### src/rtl/commit_rob.sv
// In-order commit reorder buffer: retires heads, maintains the committed rename map, drives flushes.
// Define COMMIT_PERF_CNT_EN to build the retired/abort performance counters.
module commit_rob #(
  parameter int RNDEPTH = 4,
  parameter int ROB_DP  = 8,
  localparam int RNBIT  = $clog2(RNDEPTH),
  localparam int AW     = $clog2(ROB_DP),
  localparam int NSEL   = 32 * RNDEPTH
) (
  input  logic                CLK,
  input  logic                RSTn,
  input  logic                dsp_valid,
  output logic                dsp_ready,
  input  logic [63:0]         dsp_pc,
  input  logic [4+RNBIT:0]    dsp_rd0,
  input  logic                dsp_isBranch,
  input  logic                dsp_isSynExcept,
  input  logic [NSEL-1:0]     wbLog_qout,
  input  logic                brq_valid,
  input  logic                brq_misPredict,
  output logic                brq_pop,
  input  logic                isAsynExcept,
  output logic [RNBIT*32-1:0] archi_X_qout,
  output logic [NSEL-1:0]     rn_rst_mask,
`ifdef COMMIT_PERF_CNT_EN
  output logic [63:0]         perf_retired,
  output logic [31:0]         perf_abort,
`endif
  output logic                commit_valid,
  output logic [63:0]         commit_pc,
  output logic                flush,
  output logic [1:0]          flush_cause,
  output logic [63:0]         flush_pc
);

  typedef enum logic {RUN, FLUSH} state_e;

  state_e           state_q;
  logic [AW:0]      head_q, head_d, tail_q, tail_d;
  logic [63:0]      pc_mem [ROB_DP];
  logic [4+RNBIT:0] rd_mem [ROB_DP];
  logic [ROB_DP-1:0] br_mem, se_mem;
  logic [RNBIT-1:0] map_q [32];
  logic [RNBIT-1:0] map_d [32];

  logic             running, empty, full, push;
  logic [AW-1:0]    hIdx, tIdx;
  logic [4:0]       hArch;
  logic [RNBIT-1:0] hPhy;
  logic [63:0]      hPc;
  logic             hBr, hSe;
  logic             headReady, doAsync, doSync, doCommit, doMisp, abort;
  logic [4+RNBIT:0] bitSel;

  assign running = (state_q == RUN);
  assign empty   = (head_q == tail_q);
  assign full    = (head_q[AW] != tail_q[AW]) && (head_q[AW-1:0] == tail_q[AW-1:0]);
  assign hIdx    = head_q[AW-1:0];
  assign tIdx    = tail_q[AW-1:0];
  assign hArch   = rd_mem[hIdx][4+RNBIT:RNBIT];
  assign hPhy    = rd_mem[hIdx][RNBIT-1:0];
  assign hPc     = pc_mem[hIdx];
  assign hBr     = br_mem[hIdx];
  assign hSe     = se_mem[hIdx];

  // The {arch, phy} field doubles as the wbLog bit select because RNDEPTH is a power of two.
  assign headReady = running && !empty &&
                     (hSe || ((wbLog_qout[rd_mem[hIdx]] || hArch == 5'd0) && (!hBr || brq_valid)));
  assign doAsync   = running && !empty && isAsynExcept;
  assign doSync    = headReady && hSe && !doAsync;
  assign doCommit  = headReady && !hSe && !doAsync;
  assign doMisp    = doCommit && hBr && brq_misPredict;
  assign abort     = doAsync || doSync || doMisp;

  assign dsp_ready    = RSTn && running && !full;
  assign push         = dsp_valid && dsp_ready && !abort;
  assign commit_valid = doCommit;
  assign commit_pc    = doCommit ? hPc : 64'd0;
  assign brq_pop      = doCommit && hBr;
  assign flush        = abort;

  assign head_d = abort ? tail_q : head_q + (AW+1)'(doCommit);
  assign tail_d = tail_q + (AW+1)'(push);

  always_comb begin
    flush_cause = 2'b00;
    flush_pc    = 64'd0;
    if (doAsync) begin
      flush_cause = 2'b11;
      flush_pc    = hPc;
    end else if (doSync) begin
      flush_cause = 2'b10;
      flush_pc    = hPc;
    end else if (doMisp) begin
      flush_cause = 2'b01;
      flush_pc    = hPc + 64'd4;
    end
  end

  // On abort every rename copy except the surviving committed mapping is released.
  always_comb begin
    map_d       = map_q;
    rn_rst_mask = '0;
    bitSel      = '0;
    if (doCommit && hArch != 5'd0) begin
      map_d[hArch] = hPhy;
      rn_rst_mask[{hArch, map_q[hArch]}] = 1'b1;
    end
    if (abort) begin
      for (int r = 1; r < 32; r++) begin
        for (int p = 0; p < RNDEPTH; p++) begin
          bitSel = {5'(r), RNBIT'(p)};
          if (RNBIT'(p) != map_d[5'(r)]) rn_rst_mask[bitSel] = 1'b1;
        end
      end
    end
  end

  for (genvar g = 0; g < 32; g++) begin : g_map
    assign archi_X_qout[g*RNBIT +: RNBIT] = map_q[g];
  end

  always_ff @(posedge CLK or negedge RSTn) begin
    if (!RSTn) begin
      state_q <= RUN;
      head_q  <= '0;
      tail_q  <= '0;
      map_q   <= '{default: '0};
    end else begin
      state_q <= abort ? FLUSH : RUN;
      head_q  <= head_d;
      tail_q  <= tail_d;
      map_q   <= map_d;
    end
  end

  always_ff @(posedge CLK) begin
    if (push) begin
      pc_mem[tIdx] <= dsp_pc;
      rd_mem[tIdx] <= dsp_rd0;
      br_mem[tIdx] <= dsp_isBranch;
      se_mem[tIdx] <= dsp_isSynExcept;
    end
  end

`ifdef COMMIT_PERF_CNT_EN
  always_ff @(posedge CLK or negedge RSTn) begin
    if (!RSTn) begin
      perf_retired <= '0;
      perf_abort   <= '0;
    end else begin
      perf_retired <= perf_retired + 64'(doCommit);
      perf_abort   <= perf_abort + 32'(abort);
    end
  end
`endif

endmodule

### config.mk
export PLATFORM = sky130hd
export DESIGN_NAME = commit_rob
export DESIGN_NICKNAME = d
export VERILOG_FILES = /design/src/rtl/commit_rob.sv
export SDC_FILE = /design/constraint.sdc
export NUM_CORES = 1
export LEC_CHECK = 0
export CAP_MARGIN = 5
export CORE_UTILIZATION = 29
export DETAILED_ROUTE_END_ITERATION = 10
export MAX_ROUTING_LAYER = met4
export SYNTH_ARGS = -nofsm -noshare
export SYNTH_HDL_FRONTEND = slang
export SYNTH_SLANG_ARGS = --single-unit
### constraint.sdc
create_clock -name CLK -period 14 [get_ports CLK]
set_clock_uncertainty 0.2 [all_clocks]
set_input_delay 2.1 -clock CLK [delete_from_list [all_inputs] [get_ports CLK]]
set_output_delay 2.1 -clock CLK [all_outputs]
set_load 0.05 [all_outputs]
# --- Yosys cells after proc, flatten, opt, wreduce, memory -nomap -nowiden ---
# Memory sizes are Yosys's and may differ from the RTL's.
# Cells that the tools add are included.
word_totals:
  regBits: 89
  ramBits: 568
  inputBits: 207
  out_inout_bits: 326
  word_cells: 239
  memories: 2
op_classes:
  addsub: 3
  magnitude_cmp: 8
  eq_ne: 48
  n_mux: 92
  n_bitwise: 2
  reduce_logical: 47
mem_list:
  columns: ["name", "words", "width", "rd", "rd_ports_with_merged_regs", "write_ports", "line", "source"]
  rows:
  - ["pc_mem", 8, 64, 1, 0, 1, "40", "logic [63:0] pc_mem [ROB_DP];"]
  - ["rd_mem", 8, 7, 1, 0, 1, "41", "logic [4+RNBIT:0] rd_mem [ROB_DP];"]
ops:
  columns: ["operator", "count"]
  rows:
  - ["two-way mux 64 bit", 4]
  - ["two-way mux 128 bit", 1]
  - ["two-way mux 1 bit", 69]
  - ["adder 64 x 3 -> 64 bit, second input constant", 1]
  - ["bitwise mux 64 bit", 1]
  - ["two-way mux 62 bit", 1]
  - ["two-way mux 60 bit", 1]
  - ["!= test 2 bit, first input constant", 30]
  - ["!= test 1 x 2 -> 1 bit, first input constant", 15]
  - ["nonzero test 2 bit", 15]
  - ["logical AND 1 bit", 19]
  - ["bitwise mux 8 bit", 2]
  - ["< comparator 7 x 8 -> 1 bit, second input constant", 2]
  - ["binary-select mux 2 bit (select 5 bit)", 1]
  - ["demux 2 bit (select 5 bit)", 1]
  - ["two-way mux 2 bit", 5]
  - ["adder 4 x 1 -> 4 bit", 2]
  - ["< comparator 3 x 4 -> 1 bit, second input constant", 2]
  - ["binary-select mux 1 bit (select 7 bit)", 1]
  - ["demux 1 bit (select 7 bit)", 1]
  - [">= comparator 7 x 1 -> 1 bit, second input constant", 1]
  - ["binary-select mux 1 bit (select 3 bit)", 2]
  - [">= comparator 6 bit, second input constant", 1]
  - ["logical NOT 1 bit", 6]
  - ["other kinds (12)", 16]

# --- Longest topological paths before layout ---
# Gate-level depths: netlist (run 1).
logic_depth:
  depth_word: 16
  depth_mapped: 23
  depth_no_buf: 14

# --- Worst setup path after synthesis (run 1) ---
# Ideal clock, no wire load.
synth_timing:
  path_type: "input to register"
  start: "input wbLog_qout[127]"
  end: "register br_mem[0] (enable)"
  setup_ps: 686
  arrival_ps: 10906
  required_time_ps: 13114
  setup_slack_ps: 2209
  cell_stages: 10
  n_path_buf: 2
  cell_sequence: "mux4_2 -> nor2b_1 -> a211o_1 -> a211oi_2 -> o2111ai_2 -> buf_6 -> a21oi_4 -> buf_6 -> nand3_2 -> nor4_1"
synth_between:
  elab_chain_len: 13
  word_cells_on_any_way: 16
  cone_classes: "mux: 2; reduce/logical: 14"
synth_lines:
  columns: ["item", "line", "source"]
  rows:
  - ["start: declaration", "18", "input logic [NSEL-1:0] wbLog_qout,"]
  - ["binary-select mux 1 bit (select 7 bit) *", "68", "(hSe || ((wbLog_qout[rd_mem[hIdx]] || hArch == 5'd0) && (!hBr || brq_valid)));"]
  - ["two-way mux 1 bit (implied by the code) *", "68", null]
  - ["logical OR 1 bit *", "68", null]
  - ["logical AND 1 bit *", "68", null]
  - ["logical OR 1 bit *", "68", null]
  - ["logical AND 1 bit *", "67", "assign headReady = running && !empty &&"]
  - ["logical AND 1 bit (2 in a row)", "71", "assign doCommit = headReady && !hSe && !doAsync;"]
  - ["logical AND 1 bit (2 in a row)", "72", "assign doMisp = doCommit && hBr && brq_misPredict;"]
  - ["logical OR 1 bit *", "73", "assign abort = doAsync || doSync || doMisp;"]
  - ["logical NOT 1 bit *", "76", "assign push = dsp_valid && dsp_ready && !abort;"]
  - ["logical AND 1 bit *", "76", null]
  - ["end signal: indexed assignment", "141", "br_mem[tIdx] <= dsp_isBranch;"]
  - ["end: declaration", "42", "logic [ROB_DP-1:0] br_mem, se_mem;"]
# Every way passes the cells marked *; elsewhere a longest branch is shown, timed or not. The select of a mux whose other input is x is not followed.
# A chain may end at the register's enable or synchronous reset.

# --- Final worst setup path (run 1) ---
layout_timing:
  start: "register head_q[2]"
  end: "output rn_rst_mask[105]"
layout_between:
  elab_chain_len: 11
  word_cells_on_any_way: 34
  cone_classes: "order compare: 2; eq/ne: 1; mux: 12; bitwise: 1; reduce/logical: 17; memory: 1"
layout_lines:
  columns: ["item", "line", "source"]
  rows:
  - ["start: declaration", "39", "logic [AW:0] head_q, head_d, tail_q, tail_d;"]
  - ["start signal: assignment", "126", "head_q <= '0;"]
  - ["start signal: assignment", "131", "head_q <= head_d;"]
  - ["branches (longest 10 deep; another with < comparator 7 x 8 -> 1 bit)", null, null]
  - ["two-way mux 128 bit *", "105", "if (doCommit && hArch != 5'd0) begin"]
  - ["end: declaration", "24", "output logic [NSEL-1:0] rn_rst_mask,"]
# Mark *: on every way between the ends. The select of a mux whose other input is x is not followed.

==> results of run 1 <==
sequential cells by signal, indices dropped and copies added (netlist names):
signal / cells
tail_q: 4
pc_mem: 512
rd_mem: 56
br_mem: 8
head_q: 4
archi_X_qout: 64
state_q: 1
se_mem: 8
cell families (layout without fill, tap and decap cells):
logic type	count (synthesis)	in the layout	share of synthesized area (%)
AO/OA/AOI/OAI	295	295	6.41
XOR/XNOR	66	66	1.84
adder cells (fa/ha/maj)	5	5	0.199
buffers and inverters	174	740	3.20
flip-flops	657	657	61.7
multiplexers	353	353	17.3
other	1	13	0.0119
AND/OR/NAND/NOR	594	594	9.30
report_power, final:
part | total (mW) | switching [mW] | internal (mW)
clock network | 2.08 | 0.824 | 1.25
logic | 5.66 | 3.85 | 1.81
registers | 2.44 | 0.155 | 2.28
total | 10.2 | 4.83 | 5.35
worst min-delay path by stage:
stage,start,endpoint,slack [ps],cells past startpoint
global route,archi_X_qout[1]$_DFFE_PN0P_,archi_X_qout[1]$_DFFE_PN0P_,230,0
finish,archi_X_qout[1]$_DFFE_PN0P_,archi_X_qout[1]$_DFFE_PN0P_,220,0
CTS,archi_X_qout[1]$_DFFE_PN0P_,archi_X_qout[1]$_DFFE_PN0P_,220,0
detailed placement,archi_X_qout[1]$_DFFE_PN0P_,archi_X_qout[1]$_DFFE_PN0P_,210,0
floorplan,tail_q[0]$_DFF_PN0_,tail_q[0]$_DFF_PN0_,270,1
global placement,archi_X_qout[1]$_DFFE_PN0P_,archi_X_qout[1]$_DFFE_PN0P_,220,0
cell usage in the layout (no fill, tap or decap), drive strengths merged, types with 11 or more instances in the layout:
cell           instances
a211oi                11
a21oi                 25
buf                   53
bufinv                12
clkbuf                93
clkdlybuf4s50        523
clkinv                26
dfrtp                 73
edfxtp               584
inv                   29
mux2                  57
mux2i                150
mux4                 146
nand2                148
nand2b                17
nand3                 63
nor2                 207
nor2b                 19
nor3                  37
nor3b                 11
nor4                  18
o21ai                 69
o22ai                100
o32ai                 12
or3                   18
xnor2                 28
xor2                  38
through the flow:
step,util (%),hold slack [ps],setup WS [ps],power [mW],area (um^2)
2_1_floorplan,-,273,2210,6.23,31400
3_3_place_gp,35.4,219,4060,8.16,38000
3_5_place_dp,35.4,209,4040,8.16,38000
4_1_cts,37.9,220,3310,10.3,40600
5_1_grt,37.9,232,3030,10.6,40600
6_report,37.9,216,3200,10.2,40600
critical path: stages (launching register included):
cell and delay [ps]:
dfrtp_2 890, buf_4 430, nor2b_1 90, a22oi_1 190, and2_2 720, buf_4 480, mux2_2 270, a31oi_1 100
o2111ai_1 410, inv_2 110, o2111ai_4 200, buf_4 440, nand2_4 460, inv_2 750, nand3_2 390, nor3_1 900
clkdlybuf4s50_1 970
layer usage:
metal	vias up	track usage, %
met1	11000	24.2
li1	9446	-
met5	-	-
met4	0	7.38
met3	165	3.51
met2	803	33.2
cell type report:
| cell class | count | share of cell area, % |
|---|---|---|
| Clock buffer | 93 | 4.94 |
| Antenna cell | 9 | 0.0554 |
| Tap cell | 1403 | 4.32 |
| Clock inverter | 44 | 1.52 |
| Sequential cell | 657 | 47.7 |
| Inverter | 27 | 0.256 |
| Timing Repair Buffer | 576 | 13.9 |
| Multi-Input combinational cell | 1317 | 27.4 |
==> flow_metrics.py, run 1 <==
metrics = {
    "synth": {
        "synth_flop_cell": "edfxtp_1",
        "synth_common_cells": "584 x edfxtp_1, 201 x nor2_1, 150 x mux2i_1",
        "ys_ff_latch": 657,
        "synth-edff-count": 584,
        "synthDistinctLibCells": 96,
        "synth_async_sr_flop_share_pct": 11.1,
        "synth_largest_area_cell": "edfxtp_1",
        "yosysWarnings": 0,
        "synthCells": 2145,
        "synthTopCellsByArea": "edfxtp_1 56%, mux4_2 10%, dfrtp_1 5.8%",
        "synth_top_area_share_pct": 55.9,
        "seq_area_frac_synth_pct": 61.7,
        "yosysMostFrequentCell": "edfxtp_1",
        "netlist_area_um2": 31400,
        "avgSynthCellArea_um2": 14.6,
    },
    "route": {
        "vias_per_cell": 5.18,
        "wl_per_cell_um": 26.3,
        "postRouteAntennaNets": 0,
        "wl_met3_mm": 6.47,
        "drt-met1-wl_mm": 44.5,
        "first_pass_iters": 8,
        "top_layer": "met4",
        "route.detailed.drc": 0,
        "wl_met2_mm": 54.1,
        "num_vias": 21400,
        "drt-initial-drc-count": 1534,
        "drt_wl_total_mm": 108,
    },
    "power": {
        "leakage_nw": 13.8,
        "powerDensity_nw_per_um2": 250,
        "ir_drop_mv": 0.188,
    },
    "setup_path": {
        "start_kind": "register",
        "worstSetupPathType": "reg -> out",
        "endpoint": "rn_rst_mask[105]",
        "end_kind": "output pin",
        "timing.critical_path.from": "head_q[2]$_DFF_PN0_",
        "rrSetupSlack_ps": 5510,
        "crit_arrival_ps": 8500,
        "r2r-start": "head_q[2]$_DFF_PN0_",
        "cp_max_fo": 47,
        "required_ps": 11700,
        "reg2reg_to": "pc_mem[2][25]$_DFFE_PP_",
        "reg2reg_depth": 16,
    },
    "cts": {
        "clk_pin_slew_ps": 60,
        "hold_buffers": 0,
        "cts-buffers-inserted": 76,
        "cts_root_buf": "clkbuf_16",
        "insertion_delay_ps": 650,
        "cts_tree": "built",
        "cts_sinks": 657,
        "cts_setup_buffers": 0,
        "clockBufferDepth": 3,
        "ctsResizeCount": 0,
        "htreeDepth": 3,
    },
    "floorplanning": {
        "pin_count": 533,
        "core_um2": 107000,
        "die_height_um": 331,
        "dieArea_um2": 110000,
        "start_util_pct": 29.3,
        "chipWidth_um": 331,
        "rows": 120,
    },
    "global_route": {
        "grt_pass1_vias": 21100,
        "grt_util_all_layers_pct": 20.0,
        "grt_max_degree": 64,
        "antenna_found_initial": 12,
        "grt_pass1_wl_mm": 152,
        "gr-total-overflow": 0,
    },
    "timing": {
        "rsz0062_at_grt": "false",
        "hold_violations": 0,
        "worst_pin_slew_ps": 1050,
        "finalCriticalPeriod_ps": 10800,
        "max_slew_margin_pct": 29.6,
        "fmax_mhz": 92.6,
        "drv_slew": 0,
        "period_share_pct": 77.2,
        "fin_tns_setup_ps": 0,
        "finalSetupViolCount": 0,
    },
    "layout": {
        "drive_gt1_share_pct": 15.8,
        "area_growth_pct": 29.5,
        "nets": 2867,
        "multi_input_area_um2": 11100,
        "stdcell_count": 4126,
        "fillCellCount": 10200,
        "seq_area_um2": 19400,
    },
    "placement": {
        "port_buffers": 524,
        "dp_hpwl_mm": 73.2,
        "dp_cells": 3980,
        "gp_congestion": 0.868,
    },
    "run_status": {
        "status": "finished clean",
    },
    "job": {
        "cap_violations": 0,
    },
    "worst_hold_path": {
        "hold_path_class": "reg -> reg",
    },
}
Power figures use the tool's default switching activity.
==> run 2: changes to the inputs <==
==> constraint.sdc (replaced) <==
create_clock -name CLK -period 10.9 [get_ports CLK]
set_clock_uncertainty 0.2 [all_clocks]
set_input_delay 1.635 -clock CLK [delete_from_list [all_inputs] [get_ports CLK]]
set_output_delay 1.635 -clock CLK [all_outputs]
set_load 0.05 [all_outputs]
==> flow_metrics.py, run 2 (synthesis results as in run 1) <==
metrics = {
    "run_status": {
        "status": "finished clean",
    },
    "power": {
        "ir_drop_mv": 0.279,
        "leakage_nw": 13.7,
        "powerDensity_nw_per_um2": 319,
    },
    "cts": {
        "cts_root_buf": "clkbuf_16",
        "hold_buffers": 0,
        "clk_pin_slew_ps": 60,
        "cts_setup_buffers": 0,
        "clockBufferDepth": 3,
        "insertion_delay_ps": 630,
        "cts_sinks": 657,
        "htreeDepth": 3,
        "ctsResizeCount": 0,
        "cts-buffers-inserted": 76,
        "cts_tree": "built",
    },
    "timing": {
        "rsz0062_at_grt": "false",
        "drv_slew": 0,
        "hold_violations": 0,
        "max_slew_margin_pct": 20.8,
        "finalCriticalPeriod_ps": 9540,
        "fin_tns_setup_ps": 0,
        "final.setup.worst_slack_ps": 1360,
        "worst_pin_slew_ps": 1190,
        "whs_ps": 212,
        "fmax_mhz": 105,
        "period_share_pct": 87.5,
        "finalSetupViolCount": 0,
    },
    "route": {
        "wl_met3_mm": 6.86,
        "drt_wl_total_mm": 107,
        "wl_met2_mm": 54.6,
        "drt-initial-drc-count": 1590,
        "num_vias": 21400,
        "first_pass_iters": 5,
        "vias_per_cell": 5.18,
        "drt-met1-wl_mm": 42.5,
        "top_layer": "met4",
        "wl_per_cell_um": 26.0,
        "postRouteAntennaNets": 0,
        "route.detailed.drc": 0,
    },
    "placement": {
        "dp_hpwl_mm": 72.8,
        "dp_cells": 3984,
        "gp_congestion": 0.896,
        "port_buffers": 524,
        "dp_slack_ps": 1880,
    },
    "global_route": {
        "grt_max_degree": 103,
        "grt_pass1_wl_mm": 150,
        "gr-total-overflow": 0,
        "antenna_found_initial": 10,
        "grt_util_all_layers_pct": 19.6,
        "grt_pass1_vias": 21100,
    },
    "setup_path": {
        "cp_max_fo": 33,
        "end_kind": "output pin",
        "crit_arrival_ps": 7700,
        "worstSetupPathType": "reg -> out",
        "required_ps": 9070,
        "start_kind": "register",
    },
    "floorplanning": {
        "die_height_um": 331,
        "core_um2": 107000,
        "chipWidth_um": 331,
        "rows": 120,
        "pin_count": 533,
        "dieArea_um2": 110000,
        "start_util_pct": 29.3,
    },
    "layout": {
        "max_flop_register": "pc_mem",
        "largest_reg_flops": 512,
        "final_common_cell": "edfxtp_1",
        "drive_gt1_share_pct": 15.6,
        "stdcell_count": 4121,
        "seq_area_um2": 19400,
        "area_growth_pct": 29.0,
        "nets": 2871,
        "final_cell_mix": "584 x edfxtp_1, 523 x clkdlybuf4s50_1, 200 x nor2_1",
        "fillCellCount": 10200,
        "multi_input_area_um2": 11100,
    },
    "worst_hold_path": {
        "hold_path_class": "reg -> reg",
    },
    "job": {
        "cap_violations": 0,
    },
}
==> run 2: cell types whose count changed in the layout (fill, tap and decap cells not counted), moves of 2 or more <==
cell | previous run | this run
clkinv_2 | 11 | 5
clkbuf_8 | 2 | 0
clkbuf_16 | 77 | 79
clkinv_16 | 2 | 0
clkinv_1 | 9 | 12
diode_2 | 9 | 6
buf_12 | 0 | 2
bufinv_16 | 12 | 6
clkinvlp_4 | 4 | 8
buf_4 | 52 | 55
==> run 2: area by class of cell <==
class	instances	share of cell area, %
Clock buffer	94	5.02
Multi-Input combinational cell	1317	27.5
Inverter	27	0.256
Sequential cell	657	47.8
Antenna cell	6	0.0371
Timing Repair Buffer	580	14.0
Clock inverter	37	0.986
Tap cell	1403	4.33
==> run 2: power breakdown <==
| group | switching, mW | leakage, nW | total, mW | internal, mW |
|---|---|---|---|---|
| combinational | 4.90 | 6.31 | 7.26 | 2.36 |
| sequential | 0.230 | 6.23 | 3.16 | 2.93 |
| clock | 1.02 | 1.16 | 2.50 | 1.47 |
==> run 2: worst paths after layout <==
check	depth (start not counted)	slack [ps]	start	to
worst max-delay path	14	1360	head_q[0]$_DFF_PN0_	rn_rst_mask[57]
worst min-delay path	0	210	archi_X_qout[0]$_DFFE_PN0P_	archi_X_qout[0]$_DFFE_PN0P_
worst max register to register	13	4310	head_q[0]$_DFF_PN0_	pc_mem[3][42]$_DFFE_PP_
worst min register to register	0	210	archi_X_qout[0]$_DFFE_PN0P_	archi_X_qout[0]$_DFFE_PN0P_
max in group asynchronous	2	8700	RSTn	head_q[0]$_DFF_PN0_
min in group asynchronous	1	810	RSTn	archi_X_qout[1]$_DFFE_PN0P_
==> run 2: metrics by stage <==
stage          util (%)  area (um^2)  power, mW
4_1_cts            37.8        40500       13.0
5_1_grt            37.8        40500       13.4
6_report           37.8        40500       12.9
3_3_place_gp       35.5        38100       10.5
2_1_floorplan         -        31400       8.01
3_5_place_dp       35.5        38100       10.5
==> run 2: critical path: stages (launching register included) <==
cell             delay [ps]
dfrtp_4                 650
buf_4                   630
mux4_2                  610
nand2_1                 120
and2_1                  420
nor2_2                  170
nand2_1                 330
o22ai_1                 200
nor4_2                  450
o2111ai_4               390
a21oi_4                 600
clkinv_1                750
a21oi_1                 680
o22ai_1                 210
clkdlybuf4s50_1         800
==> run 2: routing by layer <==
layer  vias to the layer above  GRT usage [%]
li1                       9450              -
met1                     10900           23.1
met2                       808           33.7
met3                       160           3.58
met4                         0           6.70
met5                         -              -
==> run 3: changes to the inputs <==
--- a/config.mk
+++ b/config.mk
@@ -9,6 +9,7 @@
 export CORE_UTILIZATION = 29
 export DETAILED_ROUTE_END_ITERATION = 10
 export MAX_ROUTING_LAYER = met4
+export REMOVE_ABC_BUFFERS = 1
 export SYNTH_ARGS = -nofsm -noshare
 export SYNTH_HDL_FRONTEND = slang
 export SYNTH_SLANG_ARGS = --single-unit
==> flow_metrics.py, run 3 (synthesis results as in run 1) <==
metrics = {
    "run_status": {
        "status": "finished clean",
    },
    "route": {
        "postRouteAntennaNets": 0,
        "route.detailed.drc": 0,
        "drt_wl_total_mm": 105,
        "vias_per_cell": 5.15,
        "drt-initial-drc-count": 2132,
        "first_pass_iters": 6,
        "wl_per_cell_um": 25.5,
        "num_vias": 21200,
    },
    "setup_path": {
        "start_kind": "register",
        "crit_arrival_ps": 7450,
        "worstSetupPathType": "reg -> out",
        "required_ps": 9070,
        "cp_max_fo": 56,
        "end_kind": "output pin",
    },
    "placement": {
        "port_buffers": 524,
        "dp_hpwl_mm": 70.8,
        "gp_congestion": 0.891,
    },
    "floorplanning": {
        "dieArea_um2": 110000,
        "pin_count": 533,
        "chipWidth_um": 331,
        "start_util_pct": 29.3,
        "rows": 120,
        "core_um2": 107000,
        "die_height_um": 331,
    },
    "global_route": {
        "grt_max_degree": 69,
        "grt_pass1_vias": 21000,
        "antenna_found_initial": 16,
        "gr-total-overflow": 0,
        "grt_util_all_layers_pct": 19.4,
        "grt_pass1_wl_mm": 149,
    },
    "cts": {
        "cts_sinks": 657,
        "cts_tree": "built",
        "hold_buffers": 0,
        "clockBufferDepth": 3,
        "insertion_delay_ps": 630,
        "cts_setup_buffers": 0,
        "clk_pin_slew_ps": 50,
        "ctsResizeCount": 0,
        "htreeDepth": 3,
        "cts_root_buf": "clkbuf_16",
        "cts-buffers-inserted": 74,
    },
    "timing": {
        "drv_slew": 0,
        "rsz0062_at_grt": "false",
        "period_share_pct": 85.2,
        "fmax_mhz": 108,
        "finalCriticalPeriod_ps": 9280,
        "worst_pin_slew_ps": 1080,
        "max_slew_margin_pct": 27.2,
        "finalSetupViolCount": 0,
        "hold_violations": 0,
        "whs_ps": 255,
    },
    "layout": {
        "largest_reg_flops": 512,
        "final_common_cell": "edfxtp_1",
        "max_flop_register": "pc_mem",
        "fillCellCount": 10200,
        "area_growth_pct": 28.7,
        "final_core_util_pct": 37.7,
        "drive_gt1_share_pct": 15.1,
        "final_cell_mix": "584 x edfxtp_1, 523 x clkdlybuf4s50_1, 200 x nor2_1",
        "nets": 2862,
    },
    "worst_hold_path": {
        "hold_path_class": "reg -> reg",
    },
    "power": {
        "powerDensity_nw_per_um2": 316,
        "leakage_nw": 13.7,
        "ir_drop_mv": 0.258,
    },
    "job": {
        "cap_violations": 0,
    },
}
run 3: per-stage QoR:
step | power, mW | setup slack (ps) | setup TNS (ps) | std cells | instance area (um^2)
after floorplan | 7.93 | -7100 | -3239750 | 2001 | 30500
after global placement | 10.4 | 2330 | 0 | 3977 | 38000
after detailed placement | 10.4 | 2290 | 0 | 3977 | 38000
after CTS | 12.9 | 1570 | 0 | 4111 | 40300
after global routing | 13.3 | 1350 | 0 | 4124 | 40400
final | 12.8 | 1620 | 0 | 4124 | 40400
run 3: worst max-delay path: stages (launching register included):
cell and delay [ps]:
dfrtp_4 1010, buf_4 590, nand2b_1 270, o22ai_4 230, nor2_4 70, buf_4 270, nor3_1 250, a221oi_1 80
o2111ai_1 740, inv_2 110, o2111ai_4 270, nand2_4 310, inv_2 490, nand3_1 480, o22ai_1 620, clkdlybuf4s50_1 940
run 3: final timing paths:
kind	from	to	slack, ps	cells after the start
max in group asynchronous	RSTn	head_q[0]$_DFF_PN0_	8640	2
max reg2reg	head_q[1]$_DFF_PN0_	pc_mem[5][60]$_DFFE_PP_	3240	17
min reg2reg	archi_X_qout[0]$_DFFE_PN0P_	archi_X_qout[0]$_DFFE_PN0P_	260	0
min in group asynchronous	RSTn	archi_X_qout[21]$_DFF_PN0_	630	1
min	archi_X_qout[0]$_DFFE_PN0P_	archi_X_qout[0]$_DFFE_PN0P_	260	0
max	head_q[1]$_DFF_PN0_	rn_rst_mask[16]	1620	15
run 3: where the power goes:
group	internal [mW]	switching, mW	total [mW]
Combinational	2.33	4.84	7.18
Clock	1.41	1.01	2.43
Sequential	2.93	0.236	3.16
run 3: routing by layer:
metal  GRT usage (%)  part of all wire (%)  routed length (um)  vias up
li1                -                     -                   -     9434
met1            23.6                    41               43100    10800
met2            32.2                    49               52000      851
met3            4.11                   7.0                7330      154
met4            5.91                   2.6                2740        0
met5               -                     0                   0        -
run 3: final cells by class:
type	count	area, um^2	share of cell area, %
diodes	13	32.5	0.0806
well taps	1403	1760	4.35
inverters	27	106	0.263
flip-flops and latches	657	19400	48.0
repair buffers	573	5610	13.9
clock buffers	89	1930	4.78
multi-input cells	1317	11100	27.6
clock inverters	45	449	1.11
